## src/rtl/acs_scheduler_if.sv

```systemverilog
// ---------------------------------------------------------------------------
// acs_scheduler_if
// Bundles every non-clock signal of the ACS scheduler.
//   Symbol input    : sym_valid, sym[1:0], sym_ready
//   Shared ACS port : acs_p0/p1_valid, acs_p0/p1_bmc[1:0], acs_p0/p1_pmc[7:0]
//                     (to ACS); acs_valid, acs_selection, acs_cost[7:0] (from ACS)
//   Survivor output : surv_valid, surv_ready, surv_bits[7:0], best_state[2:0]
//   Debug view      : dbg_state (FSM), dbg_idx (state under service),
//                     dbg_metric (current bank, state i at [8*i +: 8]),
//                     dbg_mvalid (current bank valid flags)
// Handshakes: a transfer happens on a rising edge where valid and ready are
// both 1; the sender holds its payload stable while valid is 1 and ready is 0.
// Modports: slave = the scheduler, master = its environment.
// ---------------------------------------------------------------------------
interface acs_scheduler_if;
  logic       sym_valid;
  logic [1:0] sym;
  logic       sym_ready;

  logic       acs_p0_valid;
  logic       acs_p1_valid;
  logic [1:0] acs_p0_bmc;
  logic [1:0] acs_p1_bmc;
  logic [7:0] acs_p0_pmc;
  logic [7:0] acs_p1_pmc;
  logic       acs_selection;
  logic       acs_valid;
  logic [7:0] acs_cost;

  logic       surv_valid;
  logic       surv_ready;
  logic [7:0] surv_bits;
  logic [2:0] best_state;

  logic [1:0]  dbg_state;
  logic [2:0]  dbg_idx;
  logic [63:0] dbg_metric;
  logic [7:0]  dbg_mvalid;

  modport slave (
    input  sym_valid, sym, acs_selection, acs_valid, acs_cost, surv_ready,
    output sym_ready, acs_p0_valid, acs_p1_valid, acs_p0_bmc, acs_p1_bmc,
           acs_p0_pmc, acs_p1_pmc, surv_valid, surv_bits, best_state,
           dbg_state, dbg_idx, dbg_metric, dbg_mvalid
  );

  modport master (
    output sym_valid, sym, acs_selection, acs_valid, acs_cost, surv_ready,
    input  sym_ready, acs_p0_valid, acs_p1_valid, acs_p0_bmc, acs_p1_bmc,
           acs_p0_pmc, acs_p1_pmc, surv_valid, surv_bits, best_state,
           dbg_state, dbg_idx, dbg_metric, dbg_mvalid
  );
endinterface

```

## src/rtl/acs_scheduler.sv

```systemverilog
// ---------------------------------------------------------------------------
// acs_scheduler
// Time-multiplexes one external add-compare-select unit over the 8 states of
// a K=4 hard-decision Viterbi trellis. One received code pair is taken in
// IDLE, the 8 states are serviced one per cycle in RUN, and the survivor word
// plus the best state are offered in EMIT.
// Ports:
//   clk  : sole clock, rising edge
//   rst  : synchronous active-high reset
//   bus  : acs_scheduler_if.slave (symbol in, ACS port, survivor out, debug)
// ---------------------------------------------------------------------------
module acs_scheduler (
  input  logic            clk,
  input  logic            rst,
  acs_scheduler_if.slave  bus
);

  typedef enum logic [1:0] {
    S_IDLE = 2'd0,
    S_RUN  = 2'd1,
    S_EMIT = 2'd2
  } state_t;

  state_t     r_state;
  logic [2:0] r_idx;
  logic [1:0] r_sym;
  logic       r_sym_ready;
  logic       r_surv_valid;
  logic [7:0] r_surv_bits;
  logic [2:0] r_best_state;
  logic [7:0] r_best_cost;
  logic       r_best_found;

  logic [7:0] r_cur_metric [8];
  logic [7:0] r_cur_valid;
  logic [7:0] r_nxt_metric [8];
  logic [7:0] r_nxt_valid;

  logic [2:0] w_p0;
  logic [2:0] w_p1;
  logic       w_take_best;
  logic       w_all_high;
  logic [7:0] w_fin_metric [8];
  logic [7:0] w_fin_valid;

  // Hamming distance between the received pair and the pair the encoder
  // emits on branch p -> s, where b is the input bit shifted in.
  function automatic logic [1:0] branch_metric(input logic [1:0] rx,
                                               input logic       b,
                                               input logic [2:0] p);
    logic [3:0] r;
    logic [1:0] e;
    logic [1:0] d;
    r = {b, p};
    e = {^r, ^(r & 4'b1101)};
    d = rx ^ e;
    return {1'b0, d[1]} + {1'b0, d[0]};
  endfunction

  assign w_p0 = {r_idx[1:0], 1'b0};
  assign w_p1 = {r_idx[1:0], 1'b1};

  // ACS request is purely combinational from the current bank so the
  // answer can be captured on the same edge.
  always_comb begin
    bus.acs_p0_valid = 1'b0;
    bus.acs_p1_valid = 1'b0;
    bus.acs_p0_bmc   = 2'd0;
    bus.acs_p1_bmc   = 2'd0;
    bus.acs_p0_pmc   = 8'd0;
    bus.acs_p1_pmc   = 8'd0;
    if (r_state == S_RUN) begin
      bus.acs_p0_valid = r_cur_valid[w_p0];
      bus.acs_p1_valid = r_cur_valid[w_p1];
      bus.acs_p0_bmc   = branch_metric(r_sym, r_idx[2], w_p0);
      bus.acs_p1_bmc   = branch_metric(r_sym, r_idx[2], w_p1);
      bus.acs_p0_pmc   = r_cur_metric[w_p0];
      bus.acs_p1_pmc   = r_cur_metric[w_p1];
    end
  end

  // Ties keep the earlier (lower) index: only a strictly lower cost wins.
  assign w_take_best = bus.acs_valid &&
                       (!r_best_found || (bus.acs_cost < r_best_cost));

  // Next bank as it will look after this edge (entry r_idx replaced by the
  // ACS answer), normalised when every valid metric has reached 128.
  always_comb begin
    w_all_high  = 1'b1;
    w_fin_valid = 8'd0;
    for (int i = 0; i < 8; i++) begin
      if (3'(i) == r_idx) begin
        w_fin_metric[i] = bus.acs_cost;
        w_fin_valid[i]  = bus.acs_valid;
      end else begin
        w_fin_metric[i] = r_nxt_metric[i];
        w_fin_valid[i]  = r_nxt_valid[i];
      end
      if (w_fin_valid[i] && !w_fin_metric[i][7]) w_all_high = 1'b0;
    end
    for (int i = 0; i < 8; i++) begin
      if (w_all_high && w_fin_valid[i]) w_fin_metric[i][7] = 1'b0;
    end
  end

  always_ff @(posedge clk) begin
    if (rst) begin
      r_state      <= S_IDLE;
      r_idx        <= 3'd0;
      r_sym        <= 2'd0;
      r_sym_ready  <= 1'b1;
      r_surv_valid <= 1'b0;
      r_surv_bits  <= 8'd0;
      r_best_state <= 3'd0;
      r_best_cost  <= 8'd0;
      r_best_found <= 1'b0;
      for (int i = 0; i < 8; i++) begin
        r_cur_metric[i] <= 8'd0;
        r_nxt_metric[i] <= 8'd0;
      end
      r_cur_valid  <= 8'h01;
      r_nxt_valid  <= 8'h00;
    end else begin
      case (r_state)
        S_IDLE: begin
          if (bus.sym_valid && r_sym_ready) begin
            r_sym        <= bus.sym;
            r_state      <= S_RUN;
            r_idx        <= 3'd0;
            r_sym_ready  <= 1'b0;
            r_best_found <= 1'b0;
            r_best_state <= 3'd0;
            r_best_cost  <= 8'd0;
          end
        end
        S_RUN: begin
          r_nxt_metric[r_idx] <= bus.acs_cost;
          r_nxt_valid[r_idx]  <= bus.acs_valid;
          r_surv_bits[r_idx]  <= bus.acs_valid & bus.acs_selection;
          if (w_take_best) begin
            r_best_found <= 1'b1;
            r_best_state <= r_idx;
            r_best_cost  <= bus.acs_cost;
          end
          if (r_idx == 3'd7) begin
            r_state      <= S_EMIT;
            r_idx        <= 3'd0;
            r_surv_valid <= 1'b1;
            r_cur_metric <= w_fin_metric;
            r_cur_valid  <= w_fin_valid;
          end else begin
            r_idx <= r_idx + 3'd1;
          end
        end
        S_EMIT: begin
          if (bus.surv_ready) begin
            r_state      <= S_IDLE;
            r_surv_valid <= 1'b0;
            r_sym_ready  <= 1'b1;
          end
        end
        default: begin
          r_state      <= S_IDLE;
          r_surv_valid <= 1'b0;
          r_sym_ready  <= 1'b1;
        end
      endcase
    end
  end

  assign bus.sym_ready  = r_sym_ready;
  assign bus.surv_valid = r_surv_valid;
  assign bus.surv_bits  = r_surv_bits;
  assign bus.best_state = r_best_state;
  assign bus.dbg_state  = r_state;
  assign bus.dbg_idx    = r_idx;
  assign bus.dbg_mvalid = r_cur_valid;

  always_comb begin
    bus.dbg_metric = 64'd0;
    for (int i = 0; i < 8; i++) bus.dbg_metric[i*8 +: 8] = r_cur_metric[i];
  end

endmodule

```

## src/flat_wrapper.sv

```systemverilog
// flat-port wrapper written by rule: the top's interface ports become plain ports
module acs_scheduler_flat 
  (clk, rst, bus_sym_valid, bus_sym, bus_acs_selection, bus_acs_valid, bus_acs_cost, bus_surv_ready, bus_sym_ready, bus_acs_p0_valid, bus_acs_p1_valid, bus_acs_p0_bmc, bus_acs_p1_bmc, bus_acs_p0_pmc, bus_acs_p1_pmc, bus_surv_valid, bus_surv_bits, bus_best_state, bus_dbg_state, bus_dbg_idx, bus_dbg_metric, bus_dbg_mvalid);
  acs_scheduler_if bus_i ();
  input  logic clk;
  input  logic rst;
  input wire logic [$bits(bus_i.sym_valid)-1:0] bus_sym_valid;
  input wire logic [$bits(bus_i.sym)-1:0] bus_sym;
  input wire logic [$bits(bus_i.acs_selection)-1:0] bus_acs_selection;
  input wire logic [$bits(bus_i.acs_valid)-1:0] bus_acs_valid;
  input wire logic [$bits(bus_i.acs_cost)-1:0] bus_acs_cost;
  input wire logic [$bits(bus_i.surv_ready)-1:0] bus_surv_ready;
  output wire logic [$bits(bus_i.sym_ready)-1:0] bus_sym_ready;
  output wire logic [$bits(bus_i.acs_p0_valid)-1:0] bus_acs_p0_valid;
  output wire logic [$bits(bus_i.acs_p1_valid)-1:0] bus_acs_p1_valid;
  output wire logic [$bits(bus_i.acs_p0_bmc)-1:0] bus_acs_p0_bmc;
  output wire logic [$bits(bus_i.acs_p1_bmc)-1:0] bus_acs_p1_bmc;
  output wire logic [$bits(bus_i.acs_p0_pmc)-1:0] bus_acs_p0_pmc;
  output wire logic [$bits(bus_i.acs_p1_pmc)-1:0] bus_acs_p1_pmc;
  output wire logic [$bits(bus_i.surv_valid)-1:0] bus_surv_valid;
  output wire logic [$bits(bus_i.surv_bits)-1:0] bus_surv_bits;
  output wire logic [$bits(bus_i.best_state)-1:0] bus_best_state;
  output wire logic [$bits(bus_i.dbg_state)-1:0] bus_dbg_state;
  output wire logic [$bits(bus_i.dbg_idx)-1:0] bus_dbg_idx;
  output wire logic [$bits(bus_i.dbg_metric)-1:0] bus_dbg_metric;
  output wire logic [$bits(bus_i.dbg_mvalid)-1:0] bus_dbg_mvalid;
  assign bus_i.sym_valid = bus_sym_valid;
  assign bus_i.sym = bus_sym;
  assign bus_i.acs_selection = bus_acs_selection;
  assign bus_i.acs_valid = bus_acs_valid;
  assign bus_i.acs_cost = bus_acs_cost;
  assign bus_i.surv_ready = bus_surv_ready;
  assign bus_sym_ready = bus_i.sym_ready;
  assign bus_acs_p0_valid = bus_i.acs_p0_valid;
  assign bus_acs_p1_valid = bus_i.acs_p1_valid;
  assign bus_acs_p0_bmc = bus_i.acs_p0_bmc;
  assign bus_acs_p1_bmc = bus_i.acs_p1_bmc;
  assign bus_acs_p0_pmc = bus_i.acs_p0_pmc;
  assign bus_acs_p1_pmc = bus_i.acs_p1_pmc;
  assign bus_surv_valid = bus_i.surv_valid;
  assign bus_surv_bits = bus_i.surv_bits;
  assign bus_best_state = bus_i.best_state;
  assign bus_dbg_state = bus_i.dbg_state;
  assign bus_dbg_idx = bus_i.dbg_idx;
  assign bus_dbg_metric = bus_i.dbg_metric;
  assign bus_dbg_mvalid = bus_i.dbg_mvalid;
  acs_scheduler u_core (.clk(clk), .rst(rst), .bus(bus_i));
endmodule
```

## config.mk

```make
export PLATFORM = sky130hd
export DESIGN_NAME = acs_scheduler_flat
export DESIGN_NICKNAME = d
export VERILOG_FILES = /design/src/rtl/acs_scheduler_if.sv /design/src/rtl/acs_scheduler.sv /design/src/flat_wrapper.sv
export SDC_FILE = /design/constraint.sdc
export NUM_CORES = 1
export LEC_CHECK = 0
export CORE_ASPECT_RATIO = 0.8
export CORE_MARGIN = 2
export CORE_UTILIZATION = 56
export CTS_BUF_LIST = sky130_fd_sc_hd__clkbuf_8
export DETAILED_ROUTE_END_ITERATION = 6
export PLACE_DENSITY_LB_ADDON = 0.3
export SYNTH_ARGS = -nofsm -noshare
export SYNTH_HDL_FRONTEND = slang
export SYNTH_SLANG_ARGS = --single-unit
export TNS_END_PERCENT = 30
```

## constraint.sdc

```tcl
create_clock -name clk -period 3.3 [get_ports clk]
set_input_delay 0.33 -clock clk [delete_from_list [all_inputs] [get_ports clk]]
set_output_delay 0.33 -clock clk [all_outputs]
set_load 0.02 [all_outputs]
```

Word level (Yosys, flattened, before mapping). Memories as Yosys holds them, arrays and structs flattened. Cells that the tools add are included. Widths: inputs -> output; s select.

Reductions and logical operators: 44. $add $sub $neg: 3. Magnitude comparators: 7. Eq/ne operators: 14. Muxes and demuxes: 80. Bitwise logic cells: 7.

Operators by type and width (count): $mux 8 (17); $bmux 8 s3 (2); $mux 1 (40); $logic_and 1x1->1 (19); $bwmux 8 (2); $pmux 8 s2 (1); $reduce_xor 4->1 (4); $eq 3x3->1 const A (4); $lt 3x4->1 const B (3); $mux 3 (4); $pmux 3 s2 (2); $reduce_and 3->1 (4); $mux 2 (5); $logic_not 1->1 (9); $ge 4x4->1 const B (2); $lt 8x8->1 (1); $not 3->4 (2); $reduce_or 8->1 (1); $eq 2x3->1 const A (2); $pmux 1 s3 (2); $pmux 2 s3 (1); $reduce_and 2->1 (3); $add 1x1->2 (2); $bmux 1 s2 (2); other kinds (17) (21).

Memory bits (writable): 64. Output and inout port bits: 112. Flip-flop bits (word level): 109. Memories: 1.

Memories: u_core.r_nxt_metric (depth 8, width 8, read ports 8, clocked after memory_dff 0, write ports 8, RTL line acs_scheduler.sv:36) `logic [7:0] r_nxt_metric [8];`.

Depth between registers and ports, before layout. Gate-level depths: netlist of the first run.

Word-level depth: 14. Gate-level depth with buffers: 11. Gate-level depth less buffers: 7.

Worst setup path after synthesis of the first run. OpenSTA, ideal clock, no wires.

Path kind: reg-to-reg. Start point: register u_core.r_idx[1] (netlist: u_core.bus.dbg_idx[1]). End point: register u_core.r_cur_metric (netlist bit u_core.bus.dbg_metric[39]). Stages on the path, launching flop included: 11. Setup slack: 542 ps. Arrival: 2623 ps. Data required time: 3164 ps. Cell sequence: dfxtp_1 > buf_2 > buf_2 > inv_1 > ha_1 > buf_4 > or4_4 > o21ai_2 > o21ai_2 > nor4_1 > a2111oi_1.

Longest elaborated chain between the ends: 14.

Ends and longest elaborated chain: start: declaration (RTL line acs_scheduler.sv:25) `logic [2:0] r_idx;`; start signal: assignment (RTL line acs_scheduler.sv:152) `r_idx <= r_idx + 3'd1;`; $logic_not 3->1 (RTL line acs_scheduler.sv:92) `if (3'(i) == r_idx) begin`; $mux 8 (RTL line acs_scheduler.sv:92); $logic_not 1->1 (RTL line acs_scheduler.sv:99) `if (w_fin_valid[i] && !w_fin_metric[i][7]) w_all_high = 1'b0;`; $logic_and 1x1->1 (RTL line acs_scheduler.sv:99); $mux 1 (8 in series) (RTL line acs_scheduler.sv:99); $logic_and 1x1->1 (RTL line acs_scheduler.sv:102) `if (w_all_high && w_fin_valid[i]) w_fin_metric[i][7] = 1'b0;`; $mux 1 (RTL line acs_scheduler.sv:102); end signal: assignment (RTL line acs_scheduler.sv:149) `r_cur_metric <= w_fin_metric;`; end: declaration (RTL line acs_scheduler.sv:34) `logic [7:0] r_cur_metric [8];`.

Parallel ways exist; a longest one is shown, timed or not. A chain may end at the register's enable or synchronous reset.

Worst setup path after layout of the first run.
Start point: register u_core.r_idx[1] (netlist: u_core.bus.dbg_idx[1]). End point: output bus_acs_p1_bmc[0].

Longest elaborated chain between the ends: 4.

Ends and longest elaborated chain: $reduce_xor 4->1 (RTL line acs_scheduler.sv:55) `e = {^r, ^(r & 4'b1101)};`; $xor 2x2->2 (*) (RTL line acs_scheduler.sv:56) `d = rx ^ e;`; $add 1x1->2 (*) (RTL line acs_scheduler.sv:57) `return {1'b0, d[1]} + {1'b0, d[0]};`; $mux 2 (*) (RTL line acs_scheduler.sv:72) `if (r_state == S_RUN) begin`; end: declaration (RTL line flat_wrapper.sv:17) `output wire logic [$bits(bus_i.acs_p1_bmc)-1:0] bus_acs_p1_bmc;`.

Mark *: on every way between the ends. The rest lies on a longest branch, timed or not.

==> reports/summary.txt, run 1 <==
core box area -> 13700 sq um
H-tree depth -> 4
Fin Setup TNS -> 0 ps
Worst-Skew Late Latency -> 470 ps
Cell Chain, Critical Path -> inv_1 -> ha_1 -> xnor2_1 -> xnor2_1 -> inv_1 -> ha_1 -> and2_1 -> clkdlybuf4s50_1
antenna violations before repair -> 0
Syn Inst Count -> 779
post-DR vias/cell -> 6.36
CTS Buffer Depth -> 2
Layout Utilization -> 0.704
FF+latch area -> 3890 sq um
final hold violation count -> 0
Nets -> 898
clock sink total -> 166
FF+latch count, synth -> 166
Tightest Hold Check Type -> in2reg
CTS root buf -> clkbuf_8
Place WS -> 686 ps
Power Total -> 4.05 mW
Clock Pin Slew Worst Setup and Hold Paths -> 80 ps
Chip Height -> 110 um
worst-margin pin slew -> 1130 ps
period utilisation layout -> 0.927
CTS tree -> done
Placer Congestion -> 0.902
grt ovf -> 0
worst path bufs/invs -> 3
syn avg cell area -> 10.2 sq um
gr usage total -> 0.306
largest net degree at the start of global routing -> 107
Die X -> 137 um
multi-input logic area -> 3570 sq um
PwrDens -> 420 nW/um^2
CP top delay family -> buffers and inverters
Net Count, Synth -> 814
highest net fanout along the worst path -> 4
Worst Path Arrival -> 2730 ps
Leak -> 3.65 nW
Synth Warn # -> 0
Final ANT Viol Nets -> 0
routed length per instance -> 21.8 um
CTS resizes -> 0
worst hold slack -> 423 ps
CP Class -> reg2out
synthesized area -> 7940 sq um
fraction of registers with async set/reset -> 0
Setup Skew -> 9.73 ps
Post-CTS Setup Repair Bufs -> 0
vias in the first global route -> 5974
Initial Utilization -> 0.580
status -> finished clean
final worst slack -> 241 ps
detailed-route via count -> 6711
ANT cells -> 0
number of flops mapped to enable cells by yosys -> 57
HPWL Detailed -> 16100 um
CP required -> 2970 ps
Tmin final -> 3060 ps
Peak VDD IR -> 286 uV
Site Rows -> 38
first-pass GRT wire length -> 35000 um
startpoint types -> flop
drt total wl -> 23100 um
drt pass-1 iters -> 6
register area share after synthesis -> 0.491
fin. max-slew vios -> 0
kind of end point of the critical path -> primary output
Total Die Area -> 15100 sq um
area grow syn2layout -> 21.4%
Max-Cap Viols -> 0
CP max stage cell -> clkdlybuf4s50_1
DRT iter0 DRCs -> 897
layout cells sized above 1 -> 0.0925
Num CTS Buffers -> 17
IO buf count -> 127
num ports -> 128
CP max stage delay -> 600 ps
unrepaired setup endpoints after global routing -> false
Max Clock Freq -> 327 MHz
Final setup viols -> 0
hold buffers post-CTS -> 0
Max-slew headroom -> 0.248
# fillers -> 981
Distinct cells, synth -> 51
drt drc -> 0
Main synth FF type -> dfxtp_1
-- cell usage in the layout, fill, tap and decap left out, drive strengths merged, types with 2 or more instances in the layout --
cell           instances
a2111oi                5
a211oi                34
a21oi                 29
a22o                   8
a311oi                21
a31oi                  7
a32o                   8
and2                  31
and3                  59
buf                   26
bufinv                 3
clkbuf                19
clkdlybuf4s50        126
clkinv                 4
dfxtp                109
edfxtp                57
ha                    19
inv                   27
mux2i                 41
mux4                  18
nand2                 60
nand2b                 5
nand3                 29
nand3b                 4
nand4b                 7
nor2                  73
nor2b                  3
nor3                   5
nor4                   6
o211ai                 4
o21ai                  5
o41ai                  7
xnor2                  2
-- worst min-delay path, delay by kind of cell --
kind / cells / cell delay, ps
buffers and inverters: 1 / 390
AO/OA/AOI/OAI: 1 / 60
AND/OR/NAND/NOR: 1 / 60
-- cell families (layout without fill, tap and decap cells) --
group / after synthesis / after routing / share of synthesized area
buffers and inverters: 109 / 206 / 0.0601
XOR/XNOR: 3 / 3 / 0.00331
AO/OA/AOI/OAI: 136 / 136 / 0.129
multiplexers: 60 / 60 / 0.104
flip-flops: 166 / 166 / 0.491
AND/OR/NAND/NOR: 286 / 286 / 0.183
adder cells (fa/ha/maj): 19 / 19 / 0.0299
-- routing by layer --
metal | up-vias | track usage | share of wire
li1 | 3020 | - | -
met1 | 3191 | 0.485 | 0.44
met2 | 446 | 0.404 | 0.41
met3 | 54 | 0.0730 | 0.13
met4 | 0 | 0.107 | 0.025
met5 | - | 0 | 0
-- cells in the mapped netlist, types with 24 or more instances --
cell        n  area [sq um]
dfxtp_1   109          2180
nor2_1     73           274
and3_1     59           369
nand2_1    59           221
edfxtp_1   57          1710
clkbuf_1   46           173
mux2i_1    41           410
a211oi_1   34           255
and2_1     31           194
a21oi_1    29           145
nand3_1    29           145
buf_2      24           120
-- cell type report --
class | count | area share
Clock inverter | 13 | 0.0144
Clock buffer | 19 | 0.0271
Sequential cell | 166 | 0.404
Inverter | 22 | 0.00857
Timing Repair Buffer | 152 | 0.152
Tap cell | 180 | 0.0234
Multi-Input combinational cell | 504 | 0.370
-- flip-flops by register name, indices dropped and copies added, names as in the netlist --
signal                 count
u_core.bus.dbg_metric     64
u_core.r_nxt_valid         8
u_core.bus.best_state      3
u_core.bus.dbg_idx         3
u_core.r_best_found        1
u_core.bus.surv_bits       8
u_core.r_sym               2
u_core.r_nxt_metric       57
u_core.bus.sym_ready       1
u_core.bus.surv_valid      1
u_core.r_best_cost         8
u_core.bus.dbg_mvalid      8
u_core.bus.dbg_state       2
-- power breakdown --
part           total [mW]  leakage (nW)  switching (mW)  internal (mW)
Sequential           2.18          1.47          0.0240           2.15
Clock                1.49         0.221           0.722          0.772
Combinational       0.379          1.96           0.249          0.130
Total                4.05          3.65           0.995           3.05
-- final timing paths --
check / start / end / slack [ps] / cells after the start
worst min-delay path: bus_sym[1] / u_core.r_sym[1] / 420 / 3
worst max register to register: u_core.bus.dbg_idx[1] / u_core.bus.dbg_metric[47] / 540 / 7
worst min register to register: u_core.bus.dbg_metric[57] / u_core.bus.dbg_metric[57] / 480 / 2
worst max-delay path: u_core.bus.dbg_idx[1] / bus_acs_p1_bmc[0] / 240 / 8
-- stage by stage --
| stage | instance area [sq um] | cells |
|---|---|---|
| 2_1_floorplan | 7940 | 779 |
| 3_3_place_gp | 9240 | 1024 |
| 3_5_place_dp | 9240 | 1024 |
| 4_1_cts | 9640 | 1056 |
| 5_1_grt | 9640 | 1056 |
| 6_report | 9640 | 1056 |
Note: power is estimated with default switching activity, not from simulation.
==> inputs of run 2 (changes only) <==
RECOVER_POWER = 25   (was not set)
==> run 2 against run 1 <==
- the run now ends with design-rule violations, max-capacitance violations, max-slew violations left
- first-iteration DRC count decreased by 3.1%
- critical endpoint unchanged
- largest power group unchanged
- total power about the same
- largest cell class unchanged
- global-route usage unchanged
- highest routed layer unchanged
- critical path type unchanged
- sequential share of layout area about the same
==> reports/summary.txt, run 2 (synthesized netlist as in run 1, its figures left out) <==
Initial Utilization -> 0.580
Total Die Area -> 15100 sq um
first-pass GRT wire length -> 35000 um
Final Cell Area -> 9630 sq um
Clock Pin Slew Worst Setup and Hold Paths -> 80 ps
Max-Cap Viols -> 2
CP required -> 2970 ps
most common cell after layout, fill and taps aside -> dfxtp_1
CTS root buf -> clkbuf_8
Chip Height -> 110 um
unrepaired setup endpoints after global routing -> false
H-tree depth -> 4
num ports -> 128
CTS Buffer Depth -> 2
drt pass-1 iters -> 7
met3 WL post-DR -> 2780 um
max reg flops -> 64
core box area -> 13700 sq um
sequential power share -> 0.538
drt total wl -> 23100 um
CP Class -> reg2out
highest net fanout along the worst path -> 14
Die X -> 137 um
Post-CTS Setup Repair Bufs -> 0
Leak -> 3.87 nW
metal2 WL -> 9380 um
routed length per instance -> 21.9 um
post-DR vias/cell -> 6.32
combinational power share -> 0.093
WHS Path Cells -> 3
CTS tree -> done
Max Clock Freq -> 327 MHz
Metal-1 WL -> 10300 um
IO buf count -> 127
PwrDens -> 420 nW/um^2
final hold violation count -> 0
Placer Congestion -> 0.902
startpoint types -> flop
# fillers -> 984
worst hold slack -> 424 ps
Cell Chain, Critical Path -> buf_4 -> xnor2_1 -> xnor2_1 -> inv_1 -> ha_1 -> and2_1 -> clkdlybuf4s50_1
status -> complete, but fails checks
drt drc -> 8
Tmin final -> 3060 ps
grt ovf -> 0
R2R Path Start -> u_core.bus.dbg_idx[1]
internal power -> 3.05 mW
commonest non-fill, non-tap cells in the layout -> dfxtp_1 (109), nor2_1 (73), dlygate4sd3_1 (64)
vias in the first global route -> 5974
kind of end point of the critical path -> primary output
Hold Crit Endpoint -> u_core.r_sym[1]
ANT cells -> 0
failing checks -> design-rule violations, max-capacitance violations, max-slew violations
most used cell, CP -> xnor2_1
Max Used Layer -> met4
layout cells sized above 1 -> 0.0913
multi-input logic area -> 3570 sq um
worst hold path startpoint -> bus_sym[1]
CP max stage cell -> clkdlybuf4s50_1
clock share of power -> 0.369
Peak VDD IR -> 285 uV
Num CTS Buffers -> 17
CP max stage delay -> 600 ps
Nets -> 898
Power Total -> 4.05 mW
Layout Utilization -> 0.703
dpl cell area -> 9240 sq um
Fin Setup TNS -> 0 ps
worst-margin pin slew -> 1670 ps
switching share of power -> 0.246
Setup Skew -> 8.72 ps
Tightest Hold Check Type -> in2reg
Max-slew headroom -> -0.116
Switch Pwr -> 0.995 mW
Worst Path Arrival -> 2730 ps
HPWL Detailed -> 16100 um
detailed-route via count -> 6677
Reg2Reg Setup Slack -> 530 ps
Final ANT Viol Nets -> 0
antenna violations before repair -> 0
FF+latch area -> 3890 sq um
Worst Reg-to-Reg Cells -> 7
fin. max-slew vios -> 36
clock sink total -> 166
period utilisation layout -> 0.926
largest net degree at the start of global routing -> 107
Final setup viols -> 0
gr usage total -> 0.306
Worst-Skew Late Latency -> 470 ps
DRT iter0 DRCs -> 869
Reg2Reg Capture Point -> u_core.bus.dbg_metric[15]
Site Rows -> 38
hold buffers post-CTS -> 0
CTS resizes -> 0
area grow syn2layout -> 21.3%
-- run 2: cell types whose count changed in the layout (fill, tap and decap cells not counted) --
cell	before	now
clkdlybuf4s50_1	126	62
clkbuf_1	0	1
buf_4	24	22
clkbuf_2	0	1
dlygate4sd3_1	0	64
-- run 2: worst max-delay path: cells and delay by family (launching register included) --
family        cells  cell delay, ps
simple gates      1             120
buf+inv           3            1020
xor+xnor          2             330
flops             1             500
fa+ha+maj         1             280
-- run 2: layout make-up --
class | instances | share of cell area
Clock inverter | 13 | 0.0144
Inverter | 22 | 0.00857
Timing Repair Buffer | 152 | 0.152
Tap cell | 180 | 0.0234
Clock buffer | 19 | 0.0271
Sequential cell | 166 | 0.404
Multi-Input combinational cell | 504 | 0.371
-- run 2: per-stage QoR --
step / setup slack [ps] / std cells
floorplan: 542 / 779
global placement: 729 / 1024
detailed placement: 686 / 1024
CTS: 211 / 1056
global route: 53.9 / 1056
finish: 245 / 1056
-- run 2: layer usage --
layer	global-route usage	vias up
li1	-	3013
met4	0.107	0
met3	0.0730	62
met2	0.404	450
met1	0.485	3152
met5	0	-
-- run 2: power by group through the flow --
stage	combinational, mW	clock, mW	sequential (mW)
after floorplan	0.236	0	2.22
after global placement	0.360	0	2.22
after detailed placement	0.367	0	2.22
after CTS	0.371	1.49	2.18
after global routing	0.404	1.57	2.18
final	0.378	1.49	2.18
-- run 2: worst max path at each step --
stage | start | endpoint | slack, ps | depth (start not counted)
2_1_floorplan | u_core.bus.dbg_idx[1] | u_core.bus.dbg_metric[39] | 540 | 10
3_3_place_gp | bus_acs_cost[6] | u_core.r_best_cost[6] | 730 | 8
3_5_place_dp | u_core.bus.dbg_idx[1] | u_core.bus.dbg_metric[15] | 690 | 7
4_1_cts | u_core.bus.dbg_idx[0] | bus_acs_p1_bmc[0] | 210 | 7
5_1_grt | u_core.bus.dbg_idx[0] | bus_acs_p1_bmc[0] | 50 | 7
6_report | u_core.bus.dbg_idx[0] | bus_acs_p1_bmc[0] | 240 | 7
==> inputs of run 3 (changes only) <==
CORE_UTILIZATION = 45   (was 56)
==> run 3 against run 2 <==
- routed wire length is 2.4% lower
- fmax is 0.68% lower
- critical path depth is 1 higher
- critical endpoint is now bus_acs_p0_bmc[0]
- the run now ends clean
- highest routed layer unchanged
- largest power group unchanged
==> reports/summary.txt, run 3 (synthesized netlist as in run 1, its figures left out) <==
status -> finished clean
R2R Path Start -> u_core.bus.dbg_idx[1]
sequential power share -> 0.528
IO buf count -> 127
Site Rows -> 43
num ports -> 128
max reg flops -> 64
final hold violation count -> 0
period utilisation layout -> 0.932
highest net fanout along the worst path -> 9
Place WS -> 616 ps
layout cells sized above 1 -> 0.102
HPWL Detailed -> 15600 um
clock sink total -> 166
Initial Utilization -> 0.458
Power Total -> 4.11 mW
Worst Path Arrival -> 2750 ps
Final ANT Viol Nets -> 0
Max-slew headroom -> 0.0477
Nets -> 905
CTS resizes -> 0
unrepaired setup endpoints after global routing -> false
hold buffers post-CTS -> 0
most common cell after layout, fill and taps aside -> dfxtp_1
Post-CTS Setup Repair Bufs -> 0
Reg2Reg Setup Slack -> 610 ps
worst-margin pin slew -> 1430 ps
Max Clock Freq -> 325 MHz
CP startpoint -> u_core.bus.dbg_idx[1]
Chip Height -> 123 um
Worst Reg-to-Reg Cells -> 8
vias in the first global route -> 5751
clock share of power -> 0.380
combinational power share -> 0.092
final worst slack -> 224 ps
CTS tree -> done
drt total wl -> 22500 um
area grow syn2layout -> 23.3%
CTS Buffer Depth -> 2
startpoint types -> flop
drt pass-1 iters -> 5
Tightest Hold Check Type -> in2reg
ANT cells -> 0
gr usage total -> 0.240
post-DR vias/cell -> 5.80
CP Class -> reg2out
Leak -> 3.83 nW
Num CTS Buffers -> 17
H-tree depth -> 4
Setup Skew -> 11.9 ps
antenna violations before repair -> 0
kind of end point of the critical path -> primary output
fin. max-slew vios -> 0
commonest non-fill, non-tap cells in the layout -> dfxtp_1 (108), clkdlybuf4s50_1 (90), nor2_1 (73)
DRT iter0 DRCs -> 631
Worst-Skew Late Latency -> 450 ps
PwrDens -> 420 nW/um^2
CP required -> 2970 ps
first-pass GRT wire length -> 34600 um
Peak VDD IR -> 177 uV
grt ovf -> 0
Placer Congestion -> 0.860
routed length per instance -> 20.3 um
Die X -> 152 um
CTS root buf -> clkbuf_8
drt drc -> 0
Tmin final -> 3080 ps
switching share of power -> 0.240
CP Capture Point -> bus_acs_p0_bmc[0]
largest net degree at the start of global routing -> 82
Clock Pin Slew Worst Setup and Hold Paths -> 90 ps
internal power -> 3.13 mW
Total Die Area -> 18700 sq um
Max-Cap Viols -> 0
Switch Pwr -> 0.986 mW
Reg2Reg Capture Point -> u_core.bus.dbg_metric[15]
Final setup viols -> 0
Fin Setup TNS -> 0 ps
core box area -> 17300 sq um
detailed-route via count -> 6429
run 3: cell types whose count changed in the layout (fill, tap and decap cells not counted), moves of 2 or more:
cell | before | now
and2_0 | 0 | 4
and2_1 | 30 | 26
buf_4 | 22 | 28
clkbuf_8 | 19 | 22
clkdlybuf4s50_1 | 62 | 90
dlygate4sd3_1 | 64 | 35
inv_1 | 26 | 24
run 3: worst min path at each step:
stage | end | depth (start not counted) | from
6_report | u_core.r_sym[1] | 3 | bus_sym[1]
5_1_grt | u_core.r_sym[0] | 3 | bus_sym[0]
4_1_cts | u_core.bus.dbg_metric[19] | 2 | rst
3_5_place_dp | u_core.bus.dbg_mvalid[7] | 2 | u_core.bus.dbg_mvalid[7]
3_3_place_gp | u_core.bus.dbg_metric[59] | 2 | u_core.bus.dbg_metric[59]
2_1_floorplan | u_core.r_sym[0] | 2 | u_core.r_sym[0]
run 3: layout make-up:
cell class,count,area (sq um)
flip-flops and latches,166,3890
well taps,225,282
inverters,22,82.6
clock inverters,10,125
repair buffers,159,1530
fillers,1485,7540
clock buffers,22,303
multi-input cells,504,3570
run 3: worst max-delay path: stages, from the launching register on:
cell and delay [ps]:
dfxtp_1 340, buf_4 170, inv_1 110, ha_1 360, xnor2_1 150, xnor2_1 140, ha_1 270, and2_1 120
clkdlybuf4s50_1 620
run 3: power by group through the flow:
stage	clock, mW	sequential (mW)	combinational (mW)
final	1.56	2.17	0.378
after global routing	1.65	2.18	0.407
after CTS	1.57	2.17	0.377
after detailed placement	0	2.22	0.375
after global placement	0	2.22	0.372
after floorplan	0	2.22	0.236
run 3: per-stage QoR:
| step | instance area (sq um) | cells | util | hold WS (ps) |
|---|---|---|---|---|
| after floorplan | 7940 | 779 | - | 448 |
| after global placement | 9360 | 1076 | 0.540 | 456 |
| after detailed placement | 9360 | 1076 | 0.540 | 460 |
| after CTS | 9790 | 1108 | 0.565 | 391 |
| after global routing | 9780 | 1108 | 0.565 | 450 |
| final | 9780 | 1108 | 0.565 | 459 |
run 3: routing by layer:
metal  global-route usage  routed length (um)  vias to the layer above  share of wire
li1                     -                   -                     3030              -
met1                0.371               10800                     3061           0.48
met2                0.325                9140                      304           0.41
met3               0.0593                2130                       34          0.095
met4               0.0775                 490                        0          0.022
met5                    0                   0                        -              0
